===== src/rtl/pe_sequencer.sv =====
// pe_sequencer: issues a stored pex_config program to a single PE and captures the final pe_out; optional SEQ_LOOP_EN repeats the program loop_cnt+1 times
module pe_sequencer #(
    parameter int         AW       = 4,
    parameter int         DEPTH    = 2**AW,
    parameter logic [6:0] HOLD_CFG = 7'h0F
) (
    input  logic          clk,
    input  logic          reset,
    input  logic          cfg_we,
    input  logic [AW-1:0] cfg_addr,
    input  logic [6:0]    cfg_wdata,
    input  logic          start,
    input  logic [AW-1:0] prog_last,
`ifdef SEQ_LOOP_EN
    input  logic [7:0]    loop_cnt,
`endif
    output logic [6:0]    pex_config,
    input  logic [15:0]   pe_out_in,
    output logic          busy,
    output logic          done,
    output logic [15:0]   result
);
    typedef enum logic [1:0] {IDLE, RUN, DRAIN, DONE} state_t;

    state_t        state, state_d;
    logic [AW-1:0] pc, pc_d, pc_nxt, last_q, last_d;
    logic [6:0]    cfg_d;
    logic [15:0]   result_d;
    logic [6:0]    mem [DEPTH];
    logic          mem_we;
`ifdef SEQ_LOOP_EN
    logic [7:0]    loop_q, loop_d;
`endif

    assign busy   = (state == RUN) || (state == DRAIN);
    assign done   = (state == DONE);
    assign mem_we = cfg_we && ((state == IDLE) || (state == DONE));

    // program store: host writes only while no program is in flight
    always_ff @(posedge clk) begin
        if (mem_we) mem[cfg_addr] <= cfg_wdata;
    end

    // state and datapath registers
    always_ff @(posedge clk) begin
        if (reset) begin
            state      <= IDLE;
            pc         <= '0;
            last_q     <= '0;
            pex_config <= HOLD_CFG;
            result     <= '0;
`ifdef SEQ_LOOP_EN
            loop_q     <= '0;
`endif
        end else begin
            state      <= state_d;
            pc         <= pc_d;
            last_q     <= last_d;
            pex_config <= cfg_d;
            result     <= result_d;
`ifdef SEQ_LOOP_EN
            loop_q     <= loop_d;
`endif
        end
    end

    // next state, next pc and the config word for the coming cycle
    always_comb begin
        state_d  = state;
        pc_d     = pc;
        pc_nxt   = pc + 1'b1;
        last_d   = last_q;
        cfg_d    = HOLD_CFG;
        result_d = result;
`ifdef SEQ_LOOP_EN
        loop_d   = loop_q;
`endif
        case (state)
            IDLE, DONE: begin
                if (start && !cfg_we) begin
                    state_d = RUN;
                    pc_d    = '0;
                    last_d  = prog_last;
                    cfg_d   = mem[0];
`ifdef SEQ_LOOP_EN
                    loop_d  = loop_cnt;
`endif
                end else begin
                    state_d = IDLE;
                end
            end
            RUN: begin
                if (pc != last_q) begin
                    pc_d  = pc_nxt;
                    cfg_d = mem[pc_nxt];
                end
`ifdef SEQ_LOOP_EN
                else if (loop_q != '0) begin
                    pc_d   = '0;
                    cfg_d  = mem[0];
                    loop_d = loop_q - 1'b1;
                end
`endif
                else begin
                    state_d = DRAIN;
                end
            end
            DRAIN: begin
                result_d = pe_out_in;
                state_d  = DONE;
            end
            default: state_d = IDLE;
        endcase
    end
endmodule

===== config.mk =====
export PLATFORM = sky130hd
export DESIGN_NAME = pe_sequencer
export DESIGN_NICKNAME = d
export VERILOG_FILES = /design/src/rtl/pe_sequencer.sv
export SDC_FILE = /design/constraint.sdc
export NUM_CORES = 1
export LEC_CHECK = 0
export ABC_CLOCK_PERIOD_IN_PS = 4700
export CAP_MARGIN = 20
export CORE_MARGIN = 8
export CORE_UTILIZATION = 60
export DETAILED_ROUTE_END_ITERATION = 8
export PLACE_DENSITY = 0.88
export RECOVER_POWER = 100
export SLEW_MARGIN = 0
export SYNTH_ARGS = -nofsm -noshare
export SYNTH_HDL_FRONTEND = slang
export SYNTH_SLANG_ARGS = --single-unit

===== constraint.sdc =====
create_clock -name clk -period 4.7 [get_ports clk]
set_clock_uncertainty 0.05 [all_clocks]
set_input_delay 0.94 -clock clk [delete_from_list [all_inputs] [get_ports clk]]
set_output_delay 0.94 -clock clk [all_outputs]
set_load 0.03 [all_outputs]

==> flow_metrics.env <==
export IMPL_synth_cells=382
export IMPL_setup_viol=0
export IMPL_synthFlopType="edfxtp_1"
export IMPL_synth_area_top_cells="edfxtp_1 58%, dfxtp_1 11%, mux4_2 6.6%, mux2i_1 4.8%, nand2_1 3.0%"
export IMPL_rrSetupSlack_ns=1.27
export IMPL_ir_worst_vdd_mv=0.353
export IMPL_ys_seq_area_share_pct=69.3
export IMPL_firstDrtPassIters=5
export IMPL_post_cts_buffers=0
export IMPL_grt_total_usage_pct=21.3
export IMPL_r2r_end="pc[2]"
export IMPL_synthTopCellsByCount="112 x edfxtp_1, 46 x nand2_1, 41 x nor2_1"
export IMPL_drt_wirelength_per_cell_um=22.4
export IMPL_portBuffers=59
export IMPL_cp_endpoint="pc[2]"
export IMPL_synth_top_area_share_pct=57.9
export IMPL_synth_compound_area_share_pct=3.28
export IMPL_coreArea_um2=9590
export IMPL_cts_hold_buffers=0
export IMPL_muxShareOfSynthArea_pct=12.8
export IMPL_synth_nets=421
export IMPL_critPathSlowestCell="clkbuf_1"
export IMPL_antenna_found_initial=0
export IMPL_clkPwrFrac_pct=43.4
export IMPL_die_area_um2=13100
export IMPL_register_area_um2=4020
export IMPL_wirelength_um=13300
export IMPL_p_seq_share_pct=47.3
export IMPL_row_count=36
export IMPL_outcome="completed"
export IMPL_start_util_pct=60.5
export IMPL_multiInputGateArea_um2=1650
export IMPL_drtAntennaViolNets=0
export IMPL_fin_crit_ns=3.43
export IMPL_power_leakage_nw=2.47
export IMPL_tightest_slew_ns=1.39
export IMPL_drc=0
export IMPL_vias=3594
export IMPL_worstPathCellList="clkbuf_1, xor2_1, o41ai_1, or2b_2, nor4b_1, a211o_1"
export IMPL_synth_xor_area_share_pct=1.34
export IMPL_nNetsFinal=487
export IMPL_detailed_place_hpwl_um=8510
export IMPL_ios=60
export IMPL_clockRootBuffer="clkbuf_8"
export IMPL_sw_frac_of_total_pct=23.0
export IMPL_cts_repair_resized=0
export IMPL_synthArstFlopShare_pct=0
export IMPL_synth_distinct_cells=39
export IMPL_fin_tns_setup_ns=0
export IMPL_gp_congestion=0.904
export IMPL_grt_pass1_vias=3645
export IMPL_drtIter0Drc=379
export IMPL_r2r_worst_path_cells=6
export IMPL_p_switching_mw=0.700
export IMPL_yosys_area_share_simple_pct=10.5
export IMPL_end_kind="register"
export IMPL_relSlewSlack_pct=7.17
export IMPL_crit_fanout=23
export IMPL_rsz0062_at_grt="false"
export IMPL_clk_latency_ns=0.52
export IMPL_fin_area_um2=7080
export IMPL_final_layout_size_suffix_gt1_share_pct=11.7
export IMPL_clock_sinks=145
export IMPL_grt_pass1_wl_um=20300
export IMPL_fill_cells=581
export IMPL_syn_area_um2=5810
export IMPL_cp_startpoint="pc[0]"
export IMPL_power_frac_comb_pct=9.3
export IMPL_synth_top_family_by_area="multiplexers"
export IMPL_cp_start_kind="register"
export IMPL_postSynthAreaPerCell_um2=15.2
export IMPL_fin_crit_sh_pct=73.1
export IMPL_p_total_mw=3.04
export IMPL_synth_edf_count=112
export IMPL_yosysWarningCount=0
export IMPL_die_x_um=114
export IMPL_via_per_inst=6.05
export IMPL_synth_largest_area_cell="edfxtp_1"
export IMPL_htreeDepth=4
export IMPL_yosysMostFrequentCell="edfxtp_1"
export IMPL_drv_slew=0
export IMPL_max_freq_mhz=291
export IMPL_holdPathStages=2
export IMPL_cts_buffers=17
export IMPL_utilization_pct=73.8
export IMPL_clk_pin_slew_ns=0.06
export IMPL_p_per_area_nw_per_um2=429
export IMPL_antenna_cells=0
export IMPL_synthToLayoutAreaGrowth_pct=22.0
export IMPL_cap_violations=0
export IMPL_grt_max_degree=33
export IMPL_finalHoldViolCount=0
export IMPL_synthAdderAreaFrac_pct=0.862
export IMPL_die_h_um=114
export IMPL_min_path_type="reg -> reg"
export IMPL_required_ns=5.05
export IMPL_cts_tree="done"
export IMPL_cts_buffer_depth=2
export IMPL_ys_ff_latch=145
export IMPL_r2r_start="pc[0]"
export IMPL_grt_overflow_total=0
export IMPL_slowest_delay_ns=1.03
export IMPL_p_int_mw=2.34
export IMPL_placed_cell_area_um2=6480
export IMPL_cp_arrival_ns=3.79
export IMPL_critical_path_class="reg -> reg"
[power groups by stage]
stage	clock, mW	sequential, mW	combinational (mW)
6_report	1.32	1.44	0.283
5_1_grt	1.37	1.44	0.304
4_1_cts	1.32	1.44	0.295
3_5_place_dp	0	1.47	0.292
3_3_place_gp	0	1.46	0.281
2_1_floorplan	0	1.50	0.129
[worst max-delay path: cells and delay by family (launching register included)]
| family | cells | cell delay (ns) |
|---|---|---|
| AND/OR/NAND/NOR | 2 | 0.34 |
| AO/OA/AOI/OAI | 2 | 1.32 |
| flip-flops | 1 | 0.35 |
| buffers and inverters | 1 | 1.03 |
| XOR/XNOR | 1 | 0.22 |
[through the flow]
step                setup slack (ns)  hold slack [ns]  instances
finish                          1.27            0.437        594
global route                    1.08            0.457        594
CTS                             1.44            0.448        590
detailed placement              1.44            0.434        558
global placement                1.61            0.421        558
floorplan                       2.36            0.390        382
[layer usage]
layer	vias to the layer above	track usage, %	wire length [µm]
li1	1573	-	-
met1	1750	24.9	5060
met2	225	35.7	6600
met3	46	5.80	1260
met4	0	10.0	403
met5	-	0	0
[final cells by class]
type                       instances  share of cell area [%]
sequential                       145                    56.8
multi-input combinational        215                    23.3
timing repair buffer              66                    9.17
clock buffer                      18                    5.90
clock inverter                    14                    2.35
tap                              133                    2.35
inverter                           3                   0.159
[worst min path at each step]
stage                          start             to  slack, ns
after detailed placement  result[11]     result[11]       0.43
after floorplan            mem[0][4]  pex_config[4]       0.39
after global placement     result[9]      result[9]       0.42
after global routing      result[11]     result[11]       0.46
after CTS                 result[11]     result[11]       0.45
final                      result[9]      result[9]       0.44
[cells by family (layout without fill, tap and decap cells)]
kind of cell    after synthesis  count (layout)
xor+xnor                      8               8
fa+ha+maj                     4               4
compound gates               22              22
flops                       145             145
mux                          48              48
buf+inv                      22             101
simple gates                133             133
[cell usage in the layout, fill, tap and decap left out, drive strengths merged, types with 4 or more instances in the layout]
master         synthesis  layout
xor2                   7       7
clkdlybuf4s50          0      26
nor2                  41      41
edfxtp               112     112
mux2i                 28      28
mux4                  20      20
clkinv                 0       8
a32oi                  4       4
a22oi                  5       5
nand3                 10      10
dfxtp                 33      33
clkbuf                 7      22
nor3                   6       6
nor2b                  5       5
dlygate4sd3            0      33
ha                     4       4
nand2                 46      46
nand4                  8       8
[registers in the layout, indices dropped and copies added (netlist names)]
| signal | cells |
|---|---|
| last_q | 4 |
| mem | 112 |
| pc | 4 |
| pex_config | 7 |
| result | 16 |
| state | 2 |
(Power assumes the default switching activity.)
==> variant: new RTL, same settings <==
The parameter `AW` goes from 4 to 5.
--- a/src/rtl/pe_sequencer.sv
+++ b/src/rtl/pe_sequencer.sv
@@ -1,5 +1,5 @@
 // pe_sequencer: issues a stored pex_config program to a single PE and captures the final pe_out; optional SEQ_LOOP_EN repeats the program loop_cnt+1 times
 module pe_sequencer #(
-    parameter int         AW       = 4,
+    parameter int         AW       = 5,
     parameter int         DEPTH    = 2**AW,
     parameter logic [6:0] HOLD_CFG = 7'h0F
Ports: changed (resized cfg_addr and prog_last); port bits go from 60 to 62. The function was not compared with the original's and may differ.
==> variant against the original RTL <==
The flow now finishes with violations (capacitance limit, slew limit). Wire length increased by 72%. Design area increased by 65%. Global-route usage up 0.39 points. First-iteration DRC count rose by 55%. Power grew 57%. Sequential cell count up 114. Worst setup slack got worse by 0.30 ns. Synthesized area increased by 75%.
==> variant: results (changes against the original RTL) <==
r2r_end: "pex_config[6]"  # was pc[2]
final_cells: 878  # was 594
violations: "capacitance limit, slew limit"
ys_top_cells_by_count: "edfxtp_1 (224), nor2_1 (72), mux4_2 (54)"  # was edfxtp_1 (112), nand2_1 (46), nor2_1 (41)
nNetsFinal: 683  # was 487
n_fill_cell: 1011  # was 581
cp_max_fo: 44  # was 23
synth_xor_xnor_area_share: 0.01096  # was 0.01336
slew-limit-headroom: -0.2593  # was 0.07168
cts_resized: 0  # unchanged
cts_setup_buffers: 0  # unchanged
status: "finished with violations"  # was finished clean
gp_congestion: 0.9073  # was 0.9044
r2r_start: "pc[0]"  # unchanged
reg2reg_depth: 6  # unchanged
synth_adder_area_share: 0.004924  # was 0.008619
grt_pass1_vias: 5846  # was 3645
drt-initial-drc-count: 588  # was 379
maxCapViolations: 4  # was 0
vias: 5622  # was 3594
vdd_drop_max_uv: 340.0  # was 352.5 uV
portBuffers: 61  # was 59
synth-seq-area-share: 0.7307  # was 0.6930
fin_area_sq_mm: 0.01170  # was 0.007083 sq mm
cts-root-buf: "clkbuf_16"  # was clkbuf_8
synth_compound_area_frac: 0.01723  # was 0.03275
ys_warn_count: 0  # unchanged
grtUsageTotal: 0.2166  # was 0.2126
reg2reg_slack_ns: 0.97  # was 1.27 ns
cts_made_buffers: 25  # was 17
async_flop_share: 0  # unchanged
dp_hpwl_um: 15230  # was 8515 um
drv_slew: 144  # was 0
critPathSlowestCell: "ha_1"  # was clkbuf_1
grt_max_degree: 45  # was 33
synth-edff-count: 224  # was 112
placed_cell_area_sq_mm: 0.01101  # was 0.006484 sq mm
timing.final.crit_share: 0.7944  # was 0.7305
diodes: 0  # unchanged
hp-class: "flop to flop"  # unchanged
synth_cell_types: 40  # was 39
critPathCaptureType: "flop"  # unchanged
top_regs: "mem x224, result x16, pex_config x7"  # was mem x112, result x16, pex_config x7
yosysMostFrequentCell: "edfxtp_1"  # unchanged
synth_mux_area_frac: 0.1569  # was 0.1278
antenna_found_initial: 0  # unchanged
cellLeakagePower_nw: 3.737  # was 2.472 nW
layout-drive-gt1-share: 0.1489  # was 0.1171
grt_pass1_wl_um: 35400  # was 20320 um
drtPass1Iterations: 6  # was 5
dp_slack_ns: 1.480  # was 1.436 ns
synth_nets: 610  # was 421
arrival_ns: 4.10  # was 3.79 ns
dp.cells: 835  # was 558
max_stage_delay_ns: 1.51  # was 1.03 ns
htreeDepth: 1  # was 4
synth.area.top_cells: "edfxtp_1 (66%), mux4_2 (12%), dfxtp_1 (6.9%)"  # was edfxtp_1 (58%), dfxtp_1 (11%), mux4_2 (6.6%)
avgSynthCellArea_sq_um: 17.86  # was 15.20 sq um
clockBufferDepth: 3  # was 2
wl_per_cell_um: 26.14  # was 22.44 um
[variant: report_power, final]
part           total, mW  internal (mW)  leakage, nW  switching, mW
sequential          2.57           2.55         2.30         0.0268
clock               1.79          0.972        0.352          0.815
combinational      0.416          0.164         1.08          0.253
total               4.78           3.68         3.74           1.09
[variant: cell type report]
type,count,share of cell area
inverter,5,0.001604
sequential,259,0.6351
tap,220,0.02353
clock buffer,28,0.05443
clock inverter,15,0.006951
multi-input combinational,278,0.2207
timing repair buffer,73,0.05764
[variant: per-layer routing]
| layer | vias up | GRT usage | share of wire |
|---|---|---|---|
| met1 | 2789 | 0.2816 | 0.38 |
| met2 | 391 | 0.3463 | 0.47 |
| met4 | 0 | 0.08140 | 0.038 |
| li1 | 2373 | - | - |
| met3 | 69 | 0.05655 | 0.11 |
| met5 | - | 0 | 0 |
[variant: worst max-delay path, delay by kind of cell (launching register included)]
family          cells  cell delay (ns)
compound gates      2             0.41
fa+ha+maj           1             1.51
buf+inv             1             0.43
flops               1             0.66
mux                 2             0.55
[variant: cell families after synthesis]
| logic type | after synthesis |
|---|---|
| DFF | 259 |
| and+or+nand+nor | 154 |
| muxes | 87 |
| buffers and inverters | 32 |
| AOI/OAI and AO/OA | 22 |
| xor gates and xnor gates | 11 |
| adders and majority gates | 4 |
[variant: worst min path at each step]
stage	endpoint	slack, ns	start	cells past startpoint
floorplan	pex_config[1]	0.40	mem[0][1]	2
global placement	result[15]	0.42	result[15]	2
detailed placement	result[4]	0.44	result[4]	2
CTS	result[4]	0.45	result[4]	2
global route	result[4]	0.47	result[4]	2
finish	result[4]	0.44	result[4]	2
